--- src/rtl/riscv_mc_pkg.sv ---
// riscv_mc_pkg: opcodes, FSM states and datapath select encodings for the multi-cycle controller
package riscv_mc_pkg;
   localparam logic [6:0] OP_LOAD   = 7'h03;
   localparam logic [6:0] OP_STORE  = 7'h23;
   localparam logic [6:0] OP_R      = 7'h33;
   localparam logic [6:0] OP_I      = 7'h13;
   localparam logic [6:0] OP_JAL    = 7'h6f;
   localparam logic [6:0] OP_JALR   = 7'h67;
   localparam logic [6:0] OP_BRANCH = 7'h63;
   localparam logic [6:0] OP_LUI    = 7'h37;
   typedef enum logic [3:0] {
      S_FETCH, S_DECODE, S_MEMADR, S_MEMREAD, S_MEMWB, S_MEMWRITE, S_EXEC_R, S_EXEC_I,
      S_ALUWB, S_JAL, S_JALR, S_JALR2, S_BRANCH, S_LUI, S_ILLEGAL
   } state_t;
   localparam logic [2:0] IMM_I = 3'b000;
   localparam logic [2:0] IMM_S = 3'b001;
   localparam logic [2:0] IMM_B = 3'b010;
   localparam logic [2:0] IMM_U = 3'b011;
   localparam logic [2:0] IMM_J = 3'b100;
   localparam logic [2:0] ALU_ADD = 3'b000;
   localparam logic [2:0] ALU_SUB = 3'b001;
   localparam logic [2:0] ALU_AND = 3'b010;
   localparam logic [2:0] ALU_OR  = 3'b011;
   localparam logic [2:0] ALU_SLT = 3'b101;
   localparam logic [1:0] RES_ALUOUT = 2'b00;
   localparam logic [1:0] RES_DATA   = 2'b01;
   localparam logic [1:0] RES_ALURES = 2'b10;
   localparam logic [1:0] RES_IMM    = 2'b11;
   localparam logic [1:0] SRCA_PC    = 2'b00;
   localparam logic [1:0] SRCA_OLDPC = 2'b01;
   localparam logic [1:0] SRCA_RD1   = 2'b10;
   localparam logic [1:0] SRCB_RD2   = 2'b00;
   localparam logic [1:0] SRCB_IMM   = 2'b01;
   localparam logic [1:0] SRCB_FOUR  = 2'b10;
   // funct3 values the ALU decoder supports for R/I arithmetic
   function automatic logic f3_legal(input logic [2:0] f3);
      return f3 == 3'b000 || f3 == 3'b010 || f3 == 3'b110 || f3 == 3'b111;
   endfunction
endpackage

--- src/rtl/alu_decoder.sv ---
// alu_decoder: maps funct3/funct7b5 of an R or I instruction to the ALU operation
module alu_decoder
   import riscv_mc_pkg::*;
(
   input  logic [2:0] funct3,
   input  logic       funct7b5,
   input  logic       is_rtype,
   output logic [2:0] alu_control
);
   // funct7b5 selects sub only for R-type; for I-type it is an immediate bit
   always_comb
      alu_control = funct3 == 3'b000 ? ((is_rtype && funct7b5) ? ALU_SUB : ALU_ADD) :
                    funct3 == 3'b010 ? ALU_SLT :
                    funct3 == 3'b110 ? ALU_OR  :
                    funct3 == 3'b111 ? ALU_AND : ALU_ADD;
endmodule

--- src/rtl/mc_main_controller.sv ---
// mc_main_controller: Moore control FSM sequencing the multi-cycle RISC-V datapath
module mc_main_controller
   import riscv_mc_pkg::*;
#(
   parameter bit ENABLE_TRAP = 1'b1
) (
   input  logic       clk,
   input  logic       rst,
   input  logic [6:0] opcode,
   input  logic [2:0] funct3,
   input  logic       funct7b5,
   input  logic       Zero,
   input  logic       Neg,
   output logic       PCWrite,
   output logic       AdrSrc,
   output logic       MemWrite,
   output logic       IRWrite,
   output logic       RegWrite,
   output logic [1:0] ResultSrc,
   output logic [1:0] ALUSrcA,
   output logic [1:0] ALUSrcB,
   output logic [2:0] ALUControl,
   output logic [2:0] ImmSrc,
   output logic       illegal
);
   localparam state_t S_BAD = ENABLE_TRAP ? S_ILLEGAL : S_FETCH;
   state_t     state, nxt;
   logic       pc_write, mem_write, ir_write, reg_write;
   logic       taken;
   logic [2:0] dec_alu;
   alu_decoder u_alu_decoder (
      .funct3     (funct3),
      .funct7b5   (funct7b5),
      .is_rtype   (opcode == OP_R),
      .alu_control(dec_alu)
   );
   assign taken = funct3 == 3'b000 ?  Zero :
                  funct3 == 3'b001 ? !Zero :
                  funct3 == 3'b100 ?  Neg  :
                  funct3 == 3'b101 ? !Neg  : 1'b0;
   // enables are squashed while reset is held so no partial write-back escapes
   assign PCWrite  = pc_write  & ~rst;
   assign MemWrite = mem_write & ~rst;
   assign IRWrite  = ir_write  & ~rst;
   assign RegWrite = reg_write & ~rst;
   // state register; reset always restarts at instruction fetch
   always_ff @(posedge clk)
      state <= rst ? S_FETCH : nxt;
   // per-state datapath controls and next-state selection
   always_comb begin
      nxt        = S_FETCH;
      pc_write   = 1'b0;
      AdrSrc     = 1'b0;
      mem_write  = 1'b0;
      ir_write   = 1'b0;
      reg_write  = 1'b0;
      ResultSrc  = RES_ALUOUT;
      ALUSrcA    = SRCA_PC;
      ALUSrcB    = SRCB_RD2;
      ALUControl = ALU_ADD;
      ImmSrc     = IMM_I;
      illegal    = 1'b0;
      case (state)
         S_FETCH: begin
            ir_write  = 1'b1;
            ALUSrcB   = SRCB_FOUR;
            ResultSrc = RES_ALURES;
            pc_write  = 1'b1;
            nxt       = S_DECODE;
         end
         S_DECODE: begin
            ALUSrcA = SRCA_OLDPC;
            ALUSrcB = SRCB_IMM;
            ImmSrc  = opcode == OP_JAL ? IMM_J : IMM_B;
            case (opcode)
               OP_LOAD, OP_STORE: nxt = S_MEMADR;
               OP_R:              nxt = f3_legal(funct3) ? S_EXEC_R : S_BAD;
               OP_I:              nxt = f3_legal(funct3) ? S_EXEC_I : S_BAD;
               OP_JAL:            nxt = S_JAL;
               OP_JALR:           nxt = S_JALR;
               OP_BRANCH:         nxt = S_BRANCH;
               OP_LUI:            nxt = S_LUI;
               default:           nxt = S_BAD;
            endcase
         end
         S_MEMADR: begin
            ALUSrcA = SRCA_RD1;
            ALUSrcB = SRCB_IMM;
            ImmSrc  = opcode == OP_STORE ? IMM_S : IMM_I;
            nxt     = opcode == OP_STORE ? S_MEMWRITE : S_MEMREAD;
         end
         S_MEMREAD: begin
            AdrSrc = 1'b1;
            nxt    = S_MEMWB;
         end
         S_MEMWB: begin
            ResultSrc = RES_DATA;
            reg_write = 1'b1;
         end
         S_MEMWRITE: begin
            AdrSrc    = 1'b1;
            mem_write = 1'b1;
         end
         S_EXEC_R: begin
            ALUSrcA    = SRCA_RD1;
            ALUControl = dec_alu;
            nxt        = S_ALUWB;
         end
         S_EXEC_I: begin
            ALUSrcA    = SRCA_RD1;
            ALUSrcB    = SRCB_IMM;
            ALUControl = dec_alu;
            nxt        = S_ALUWB;
         end
         S_ALUWB: reg_write = 1'b1;
         S_JAL, S_JALR2: begin
            pc_write = 1'b1;
            ALUSrcA  = SRCA_OLDPC;
            ALUSrcB  = SRCB_FOUR;
            nxt      = S_ALUWB;
         end
         S_JALR: begin
            ALUSrcA = SRCA_RD1;
            ALUSrcB = SRCB_IMM;
            nxt     = S_JALR2;
         end
         S_BRANCH: begin
            ALUSrcA    = SRCA_RD1;
            ALUControl = ALU_SUB;
            pc_write   = taken;
         end
         S_LUI: begin
            ImmSrc    = IMM_U;
            ResultSrc = RES_IMM;
            reg_write = 1'b1;
         end
         S_ILLEGAL: begin
            illegal = 1'b1;
            nxt     = S_ILLEGAL;
         end
         default: nxt = S_FETCH;
      endcase
   end
endmodule

--- config.mk ---
export PLATFORM = sky130hd
export DESIGN_NAME = mc_main_controller
export DESIGN_NICKNAME = d
export VERILOG_FILES = /design/src/rtl/riscv_mc_pkg.sv /design/src/rtl/alu_decoder.sv /design/src/rtl/mc_main_controller.sv
export SDC_FILE = /design/constraint.sdc
export NUM_CORES = 1
export LEC_CHECK = 0
export BUFFER_PORTS_ARGS = -buffer_cell sky130_fd_sc_hd__buf_2
export CAP_MARGIN = 20
export CORE_UTILIZATION = 44
export DETAILED_ROUTE_END_ITERATION = 12
export GPL_TIMING_DRIVEN = 0
export PLACE_DENSITY = 0.81
export SETUP_SLACK_MARGIN = 0.5
export SLEW_MARGIN = 30
export SYNTH_ARGS = -nofsm -noshare
export SYNTH_HDL_FRONTEND = slang
export SYNTH_SLANG_ARGS = --single-unit
--- constraint.sdc ---
create_clock -name clk -period 3.3 [get_ports clk]
set_clock_uncertainty 0.05 [all_clocks]
set_input_delay 0.66 -clock clk [delete_from_list [all_inputs] [get_ports clk]]
set_output_delay 0.66 -clock clk [all_outputs]
set_load 0.02 [all_outputs]
==> results.cfg <==
[status]
status = complete, no violations

[setup_path]
critPathCaptureType = primary output
cp.arrival_ps = 1810
start_kind = input port
worst_ep_required_time_ps = 2590
crit_fanout = 6
crit_type = input port to primary output
worst_r2r_path_depth = 5

[clock_network]
postCtsSetupBuffers = 0
cts.clk_slew.worst_paths_ps = 30
cts_sinks = 4
cts-root-buf = clkbuf_4
cts_buffer_depth = 2
cts_resized = 0
cts_tree = yes
clk_latency_ps = 230
cts_max_level = 1
hold_buffers = 0
cts_buffers = 3

[power]
power.leakage_uw = 0.000419
p_per_area_nw_per_um2 = 843
peakVddDrop_v = 0.000353
fin_total_pwr_uw = 734

[logic_synthesis]
syn_area_um2 = 674
synth-edff-count = 0
yosysSeqAreaShare_pct = 11.9
synthCells = 103
syn_nets = 118
ys.warnings.count = 0
synthArstFlopShare_pct = 0
ys_types = 39
synth_ff_type = dfxtp_1
syn-mean-instance-area_um2 = 6.55
synth_seq_cells = 4

[sta]
finalMaxSlewViolations = 0
rsz0062_at_grt = no
worstMarginPinSlew_ps = 384
fin_crit_sh_pct = 76.5
setup_viol = 0
slew_headroom_pct = 74.3
fin_setup_tns_ps = 0
setup_ws_ps = 777
hold_viol_final = 0
period_needed_ps = 2520
max_freq_mhz = 396

[global_route]
antenna_found_initial = 0
grt.total_usage_pct = 26.4
grt_max_degree = 11
grt_pass1_wl_mm = 3.01
grt_pass1_vias = 735
grt_overflow = 0

[floorplan]
num_io_pins = 33
fp.dieH_um = 41.2
dieWidth_um = 41.2
core_area_um2 = 1370
start_util_pct = 49.4
rows = 13
dieArea_um2 = 1690

[drt]
route.detailed.drc = 0
dr.pass1.iters = 4
drt-total-wl_mm = 1.94
dr_total_vias = 879
wl_per_cell_um = 12.8
viasPerCell = 5.78
drt_iter0_markers = 18
drtAntennaViolNets = 0

[layout]
seqCellArea_um2 = 80.1
final_cell_area_um2 = 871
nFillCells = 138
antennaDiodeCount = 0
multi_input_area_um2 = 549
largest_reg_flops = 4
layout_commonest_cell = buf_2
finalNetCount = 154
top_regs = state x4
final_cells = 152
area_growth_pct = 29.1
largest-register = state
mostFrequentLayoutCells = buf_2 (37), nor2_1 (13), nand2b_1 (8), nand3_1 (7)
layout-drive-gt1-share_pct = 31.4

[placement]
gp_congestion = 0.832
dpl_cell_area_um2 = 848
dpl.cell_count = 149
hpwl_mm = 1.48
portBuffers = 31
post-place-ws_ps = 783

[flow_run]
cap_violations = 0

[worst_hold_path]
holdPathStages = 3
hold_class = register to register
-- critical path: stages --
cell	delay, ps
buf_2	130
nor3_2	370
nand3_1	120
nor3b_1	210
o311a_1	160
buf_2	150
-- synth_stat cells (2+ instances only) --
library cell / n / area (um2)
nand3b_1: 2 / 15.0
inv_1: 3 / 11.3
o21ai_0: 6 / 30.0
o311a_1: 2 / 20.0
and3_1: 2 / 12.5
nand3_1: 7 / 35.0
dfxtp_1: 4 / 80.1
o22ai_1: 2 / 12.5
a31oi_1: 3 / 18.8
nand2_1: 3 / 11.3
buf_2: 6 / 30.0
nand2b_1: 8 / 50.1
a21oi_1: 6 / 30.0
nor3_1: 5 / 25.0
nor2_1: 13 / 48.8
nor3b_1: 4 / 30.0
nor2b_1: 5 / 31.3
-- per-layer routing --
metal / wire (um) / vias up / GRT usage, %
met3: 109 / 0 / 8.15
met4: 0 / 0 / 4.03
met5: 0 / - / 0
met2: 912 / 38 / 44.5
met1: 916 / 394 / 33.2
li1: - / 447 / -
-- cell type report --
cell class | count | share of cell area (%)
plain buffers | 7 | 3.88
clock buffers | 3 | 2.59
inverters | 3 | 1.29
multi-input cells | 89 | 63.1
flip-flops and latches | 4 | 9.20
well taps | 15 | 2.16
repair buffers | 31 | 17.8
-- where the power goes --
part	internal [uW]	switching, uW	total [uW]
clock	40.6	18.9	59.5
sequential	70.1	30.0	100
combinational	224	351	574
total	334	399	734
-- metrics by stage --
stage	hold slack, ps	utilization (%)
floorplan	586	-
global placement	663	62.1
detailed placement	678	62.1
CTS	689	63.7
global route	717	63.7
finish	676	63.7
-- cell families (layout without fill, tap and decap cells) --
logic type,count (synthesis),after routing,synth area share [%]
AOI/OAI and AO/OA,28,28,28.2
xor gates and xnor gates,2,2,2.60
buffers and inverters,10,44,6.68
DFF,4,4,11.9
muxes,1,1,1.48
and+or+nand+nor,58,58,49.2
-- final timing paths --
kind                                start             to  slack [ps]
worst max register to register   state[3]       state[2]        1840
worst max-delay path            opcode[3]  ALUControl[0]         780
worst min-delay path             state[2]       state[1]         680
worst min register to register   state[2]       state[1]         680
No activity file was read; power rests on OpenSTA's default activity.
